[src/rtl/clk_div_pkg.sv]
// clk_div_pkg: shared state encoding and defaults for the clock divider controller
package clk_div_pkg;
  typedef enum logic [1:0] {IDLE = 2'd0, RUN = 2'd1, DRAIN = 2'd2} state_t;
  localparam int MIN_PERIOD_DEF = 2;
endpackage

[src/rtl/clk_div_core.sv]
// clk_div_core: period counter, wrap detect and registered clk_out/tick
module clk_div_core #(
  parameter int wide = 24
) (
  input  logic            clk,
  input  logic            rst,
  input  logic            run,
  input  logic            drain,
  input  logic [wide-1:0] period,
  output logic            wrap,
  output logic            tick,
  output logic            clk_out
);
  logic [wide-1:0] counter;
  assign wrap = run & (counter == period - wide'(1));
  // Masking the last drain cycle lets clk_out fall exactly as the divider goes idle
  always_ff @(posedge clk) begin
    if (rst) begin
      counter <= '0;
      tick    <= 1'b0;
      clk_out <= 1'b0;
    end else begin
      counter <= (!run || wrap) ? '0 : counter + wide'(1);
      tick    <= wrap;
      clk_out <= run & ~(drain & wrap) & (counter >= (period >> 1));
    end
  end
endmodule

[src/rtl/clk_div_ctrl.sv]
// clk_div_ctrl: run/drain FSM plus period handshake that commits only at period boundaries
module clk_div_ctrl
  import clk_div_pkg::*;
#(
  parameter int              wide       = 24,
  parameter logic [wide-1:0] DEF_PERIOD = wide'(3_000_000),
  parameter int              MIN_PERIOD = MIN_PERIOD_DEF
) (
  input  logic            clk_in,
  input  logic            rst,
  input  logic            en,
  input  logic            cfg_valid,
  input  logic [wide-1:0] cfg_period,
  output logic            cfg_ready,
  output logic            cfg_err,
  output logic            clk_out,
  output logic            tick,
  output logic            running,
  output logic [wide-1:0] cur_period
);
  state_t          state, state_n;
  logic [wide-1:0] pending;
  logic            pending_valid, wrap, accept, commit, too_small;
  assign cfg_ready = ~pending_valid & ~rst;
  assign accept    = cfg_valid & cfg_ready;
  assign too_small = cfg_period < wide'(MIN_PERIOD);
  // A request accepted on a wrap edge has pending_valid=0 there, so it waits for the next wrap
  assign commit    = pending_valid & ((state == IDLE) | wrap);
  assign running   = state != IDLE;
  always_comb begin
    state_n = state;
    state_n = (state == IDLE) ? (en ? RUN : IDLE)
            : en ? RUN
            : (state == DRAIN && wrap) ? IDLE : DRAIN;
  end
  always_ff @(posedge clk_in) begin
    if (rst) begin
      state         <= IDLE;
      cur_period    <= DEF_PERIOD;
      pending       <= '0;
      pending_valid <= 1'b0;
      cfg_err       <= 1'b0;
    end else begin
      state   <= state_n;
      cfg_err <= accept & too_small;
      if (commit) begin
        cur_period    <= pending;
        pending_valid <= 1'b0;
      end
      if (accept && !too_small) begin
        pending       <= cfg_period;
        pending_valid <= 1'b1;
      end
    end
  end
  clk_div_core #(.wide(wide)) u_core (
    .clk    (clk_in),
    .rst    (rst),
    .run    (running),
    .drain  (state == DRAIN),
    .period (cur_period),
    .wrap   (wrap),
    .tick   (tick),
    .clk_out(clk_out)
  );
endmodule

[config.mk]
export PLATFORM = sky130hd
export DESIGN_NAME = clk_div_ctrl
export DESIGN_NICKNAME = d
export VERILOG_FILES = /design/src/rtl/clk_div_pkg.sv /design/src/rtl/clk_div_core.sv /design/src/rtl/clk_div_ctrl.sv
export SDC_FILE = /design/constraint.sdc
export NUM_CORES = 1
export LEC_CHECK = 0
export ABC_AREA = 0
export CORE_ASPECT_RATIO = 1.2
export CORE_MARGIN = 10
export CORE_UTILIZATION = 65
export CTS_CLUSTER_DIAMETER = 120
export DETAILED_ROUTE_END_ITERATION = 12
export DONT_BUFFER_PORTS = 1
export GPL_ROUTABILITY_DRIVEN = 0
export MAX_ROUTING_LAYER = met4
export PLACE_DENSITY_LB_ADDON = 0.3
export SETUP_SLACK_MARGIN = 0.15
export SYNTH_ARGS = -nofsm -noshare
export SYNTH_HDL_FRONTEND = slang
export SYNTH_HIERARCHICAL = 1
export SYNTH_SLANG_ARGS = --single-unit
export TNS_END_PERCENT = 100
[constraint.sdc]
create_clock -name clk_in -period 6.55 [get_ports clk_in]
set_clock_uncertainty 0.15 [all_clocks]
set_input_delay 1.31 -clock clk_in [delete_from_list [all_inputs] [get_ports clk_in]]
set_output_delay 1.31 -clock clk_in [all_outputs]
set_load 0.03 [all_outputs]
# After elaboration in Yosys (flattened, before gate mapping)
# Cells that the tools add are included.
# Widths: inputs -> output; s select.
[op_classes]
add_sub_neg = 2
n_mul = 0
n_div = 0
order_cmp = 2
eq_ne = 2
shifts = 0
muxes = 6
n_bitwise = 12
reduce_logical = 9
[ops]
columns = ["operator", "count"]
rows = [
  ["$add 24x1->24 const B", 1],
  ["$eq 24x24->1", 1],
  ["$ge 24x23->1", 1],
  ["$lt 24x2->1 const B", 1],
  ["$sub 24x1->24 const B", 1],
  ["$and 1x1->1", 8],
  ["$mux 2", 3],
  ["$reduce_bool 2->1", 2],
  ["$mux 1", 3],
  ["$not 1->1", 3],
  ["$eq 2x2->1 const B", 1],
  ["$logic_and 1x1->1", 2],
  ["$logic_not 1->1", 2],
  ["$logic_not 2->1", 1],
  ["$reduce_or 2->1", 1],
  ["$logic_or 1x1->1", 1],
  ["$or 1x1->1", 1],
]
[word_totals]
regBits = 78
latch_bits = 0
mem_bits_rw = 0
rom_bits = 0
in_bits = 28
out_inout_bits = 29
mem_count = 0

# Longest topological paths before layout
[logic_depth]
ltp_word = 7
mapped_depth = 13
mapped_depth_nobuf = 12

# Modules after synthesis
# Netlist, hierarchy kept.
[by_module_without_submodules]
columns = ["mod", "instances", "cells_per_inst", "area_each_um2", "seq_area_each_um2"]
rows = [
  ["clk_div_core", 1, 346, 2775.2, 520.5],
  ["clk_div_ctrl", 1, 271, 2217.1, 1041.0],
]

# Least setup slack after synthesis
# Ideal clock, no wire load.
[synth_path]
path_type = "flip-flop to flip-flop"
from = "reg cur_period[3]"
to = "reg cur_period[11]"
arrival_ns = 3.528
required_ns = 6.330
path_slack_ns = 2.802
path_stages_with_launch = 13
n_path_buf = 2
cell_sequence = "dfxtp_1 buf_6 nor4_4 nand4_1 or4_1 a2111oi_0 nand4_1 a2111oi_0 and2_1 o21a_1 clkbuf_1 nand2_1 a21oi_1"
[synth_between]
elab_chain_len = 5
[synth_rtl]
columns = ["item", "line_no", "rtl"]
rows = [
  ["start, declared", "clk_div_ctrl.sv:19", "output logic [wide-1:0] cur_period"],
  ["start signal, assigned", "clk_div_ctrl.sv:47", "cur_period <= pending;"],
  ["$sub 24x1->24", "clk_div_core.sv:15", "assign wrap = run & (counter == period - wide'(1));"],
  ["$eq 24x24->1", "clk_div_core.sv:15", ""],
  ["$and 1x1->1", "clk_div_core.sv:15", ""],
  ["named net wrap", "clk_div_ctrl.sv:23", "logic pending_valid, wrap, accept, commit, too_small;"],
  ["$or 1x1->1", "clk_div_ctrl.sv:28", "assign commit = pending_valid & ((state == IDLE) | wrap);"],
  ["$and 1x1->1", "clk_div_ctrl.sv:28", ""],
]
# The timed path passes the listed nets, and every way through them passes these cells.
# A chain may end at the register's enable or synchronous reset.

# Worst setup path in the final report
[layout_path]
from = "reg cur_period[0]"
to = "reg cur_period[4]"
# Same word-level chain as after synthesis.

==> results.toml <==
[status]
run_status = "finished clean"

[clocking]
ctsResizeCount = 0
postCtsSetupBuffers = 0
insertion_delay_ns = 0.36
cts_hold_buf = 0
numClockSinks = 78
root_buffer = "clkbuf_8"
clock_path_buffers = 2
htree_levels = 3
path_clk_slew_ns = 0.09
cts_buffers = 9
cts_tree = "built"

[sta]
slew_violations = 0
layout_setup_ws_ns = 1.960
tightest_slew_ns = 1.249
hold_viol = 0
period_minus_slack_ns = 4.590
fin_hold_ws_ns = 0.2920
post-route-period-util_pct = 70.07
max_freq_mhz = 217.9
setup_tns_ns = 0
rsz0062_at_grt = "no"
finalSetupViolations = 0
relSlewSlack_pct = 16.74

[logic_synthesis]
syn_area_um2 = 4992
synth_async_sr_flop_share_pct = 0
yosys_warnings = 6
syn_inst = 617
yosysSeqAreaShare_pct = 31.28
synth_nets = 670
ys_types = 62
synth_edf_count = 0
synth_seq_cells = 78
synthFlopType = "dfxtp_1"
synth.avg_cell_area_um2 = 8.091

[global_route]
grt_max_degree = 71
busiest_layer = "met2"
use_met3_pct = 4.884
grt.overflow.total = 0
grt_pass1_wl_mm = 20.47
grt_pass1_vias = 4279
antenna_found_initial = 0
grtUsageMet1_pct = 25.42
use_met2_pct = 35.21
track_usage_pct = 21.79

[routing]
vias_per_cell = 6.458
firstDrtPassIters = 5
wl_per_cell_um = 18.00
drt_iter0_drc = 378
drt_wl_total_mm = 12.49
vias = 4482
drc = 0
ant_nets = 0

[job]
cap_viol_max_count = 0

[floorplan]
die_x_um = 100
start_util_pct = 67.83
core_region_area_um2 = 7360
die_area_um2 = 11600
ioPinCount = 57
num_rows = 34
dieHeight_um = 116

[power_and_ir_drop]
peakVddDrop_mv = 0.2591
p_int_uw = 750.9
p_clk_share_pct = 40.8
powerDensity_nw_per_um2 = 197.6
p_seq_share_pct = 50.8
total_power_mw = 1.029
switchingPower_uw = 277.8
p_comb_share_pct = 8.5
leakage_nw = 1.898
switching_share_pct = 27.01

[cells_and_area]
syn_to_final_growth_pct = 4.261
antenna_cells = 0
drive_gt1_share_pct = 7.285
fin_util_pct = 70.72
fillCellCount = 613
finalNetCount = 652

[setup_path]
cp-end-kind = "register"
cp_data_arrival_time_ns = 4.72
critPathTopFamily = "compound AO/OA/AOI/OAI gates"
r2r_cells = 12
crit_path_max_fanout = 24
startpoint_type = "register"
crit_slowest_cell = "o21a_1"
slowest_delay_ns = 0.66
worstPathRequired_ns = 6.68
path_cells = "inv_1 -> ha_1 -> nor2b_1 -> nand4_1 -> or4_1 -> a2111oi_0 -> nand4_1 -> a2111oi_0 -> and2_1 -> o21a_1 -> nand2_1 -> a21oi_1"
path_depth = 12
critical_path_class = "reg -> reg"
crit_buf_inv = 1

[min_path]
hold_class = "reg -> reg"
whs_path_depth = 2

[placement]
dp_hpwl_mm = 9.071
pre_cts_slack_ns = 2.050
port_buffers = 0
path summary, 6_finish.rpt:
path                                                  from                          end  slack [ns]
worst min-delay path              pending[23]$_SDFFE_PP0P_  cur_period[23]$_SDFFE_PP0P_        0.29
worst max register to register  cur_period[0]$_SDFFE_PP0P_   cur_period[4]$_SDFFE_PP0P_        1.96
worst max-delay path            cur_period[0]$_SDFFE_PP0P_   cur_period[4]$_SDFFE_PP0P_        1.96
worst min register to register    pending[23]$_SDFFE_PP0P_  cur_period[23]$_SDFFE_PP0P_        0.29
final cells by class:
class / instances / area (µm²) / share of cell area [%]
Clock buffer: 10 / 137.6 / 2.644
Multi-Input combinational cell: 473 / 3151 / 60.53
Sequential cell: 78 / 1562 / 30.00
Timing Repair Buffer: 3 / 22.52 / 0.4327
Clock inverter: 6 / 92.59 / 1.779
Tap cell: 90 / 112.6 / 2.163
Inverter: 34 / 127.6 / 2.452
power by group through the flow:
stage                     Combinational (mW)  Clock, mW  Sequential, mW
after floorplan                       0.0769          0           0.525
after global placement                0.0821          0           0.533
after detailed placement              0.0856          0           0.533
after CTS                             0.0863      0.423           0.522
after global routing                  0.0977      0.443           0.525
final                                 0.0871      0.419           0.522
cell usage after synthesis, types with 3 or more instances:
cell | count | area (µm²)
a2111oi_0 | 5 | 43.79
a211oi_1 | 11 | 82.58
a21o_1 | 5 | 37.54
a21oi_1 | 34 | 170.2
a31oi_1 | 3 | 18.77
and3_1 | 3 | 18.77
and4_1 | 4 | 35.03
buf_1 | 3 | 11.26
buf_2 | 3 | 15.01
buf_6 | 4 | 45.04
clkbuf_1 | 21 | 78.83
dfxtp_1 | 78 | 1562
ha_1 | 25 | 312.8
inv_1 | 34 | 127.6
nand2_1 | 77 | 289.0
nand2b_1 | 4 | 25.02
nand3_1 | 28 | 140.1
nand3b_1 | 27 | 202.7
nand4_1 | 30 | 187.7
nor2_1 | 23 | 86.33
nor2b_1 | 23 | 143.9
nor3_1 | 25 | 125.1
nor3_2 | 10 | 100.1
nor3b_1 | 4 | 30.03
nor4_1 | 10 | 62.56
o211ai_1 | 3 | 22.52
o21a_1 | 3 | 22.52
o21ai_0 | 16 | 80.08
o31ai_1 | 3 | 22.52
or3_1 | 3 | 18.77
or4_1 | 8 | 60.06
xnor2_1 | 30 | 262.8
xor2_1 | 19 | 166.4
cells in the final DEF (no fill, tap or decap), types with 4 or more instances in the layout:
master,synthesis,routed
a2111oi_0,5,5
a211oi_1,11,11
a21o_1,5,5
a21oi_1,34,34
and4_1,4,4
clkbuf_8,0,10
dfxtp_1,78,78
ha_1,25,25
inv_1,34,34
nand2_1,77,77
nand2b_1,4,4
nand3_1,28,28
nand3b_1,27,27
nand4_1,30,30
nor2_1,23,23
nor2b_1,23,23
nor3_1,25,25
nor3_2,10,10
nor4_1,10,10
o21ai_0,16,16
or4_1,8,8
xnor2_1,30,30
xor2_1,19,19
through the flow:
step	std cells	area (µm²)
floorplan	617	4992
global placement	678	4975
detailed placement	678	4975
CTS	694	5205
global route	694	5205
finish	694	5205
logic make-up after synthesis:
logic type | share of synthesized area, %
xor+xnor | 8.596
flops | 31.28
simple gates | 34.39
fa+ha+maj | 6.266
buf+inv | 5.714
mux | 0.4010
compound gates | 13.36
metal layers:
| metal | vias up | wire, µm |
|---|---|---|
| li1 | 2189 | - |
| met5 | - | 0 |
| met1 | 2082 | 5091 |
| met3 | 35 | 968 |
| met2 | 176 | 6084 |
| met4 | 0 | 348 |
worst min-delay path: cells and delay by family (launching register included):
kind / cells / cell delay, ns
AOI/OAI and AO/OA: 1 / 0.05
and+or+nand+nor: 1 / 0.05
DFF: 1 / 0.31
registers in the layout, summed over array words and instances, names as in the netlist:
register	cells
cfg_err	1
u_core/tick	1
u_core/clk_out	1
state	2
u_core/counter	24
pending	24
cur_period	24
pending_valid	1
No activity file was read; power rests on OpenSTA's default activity.
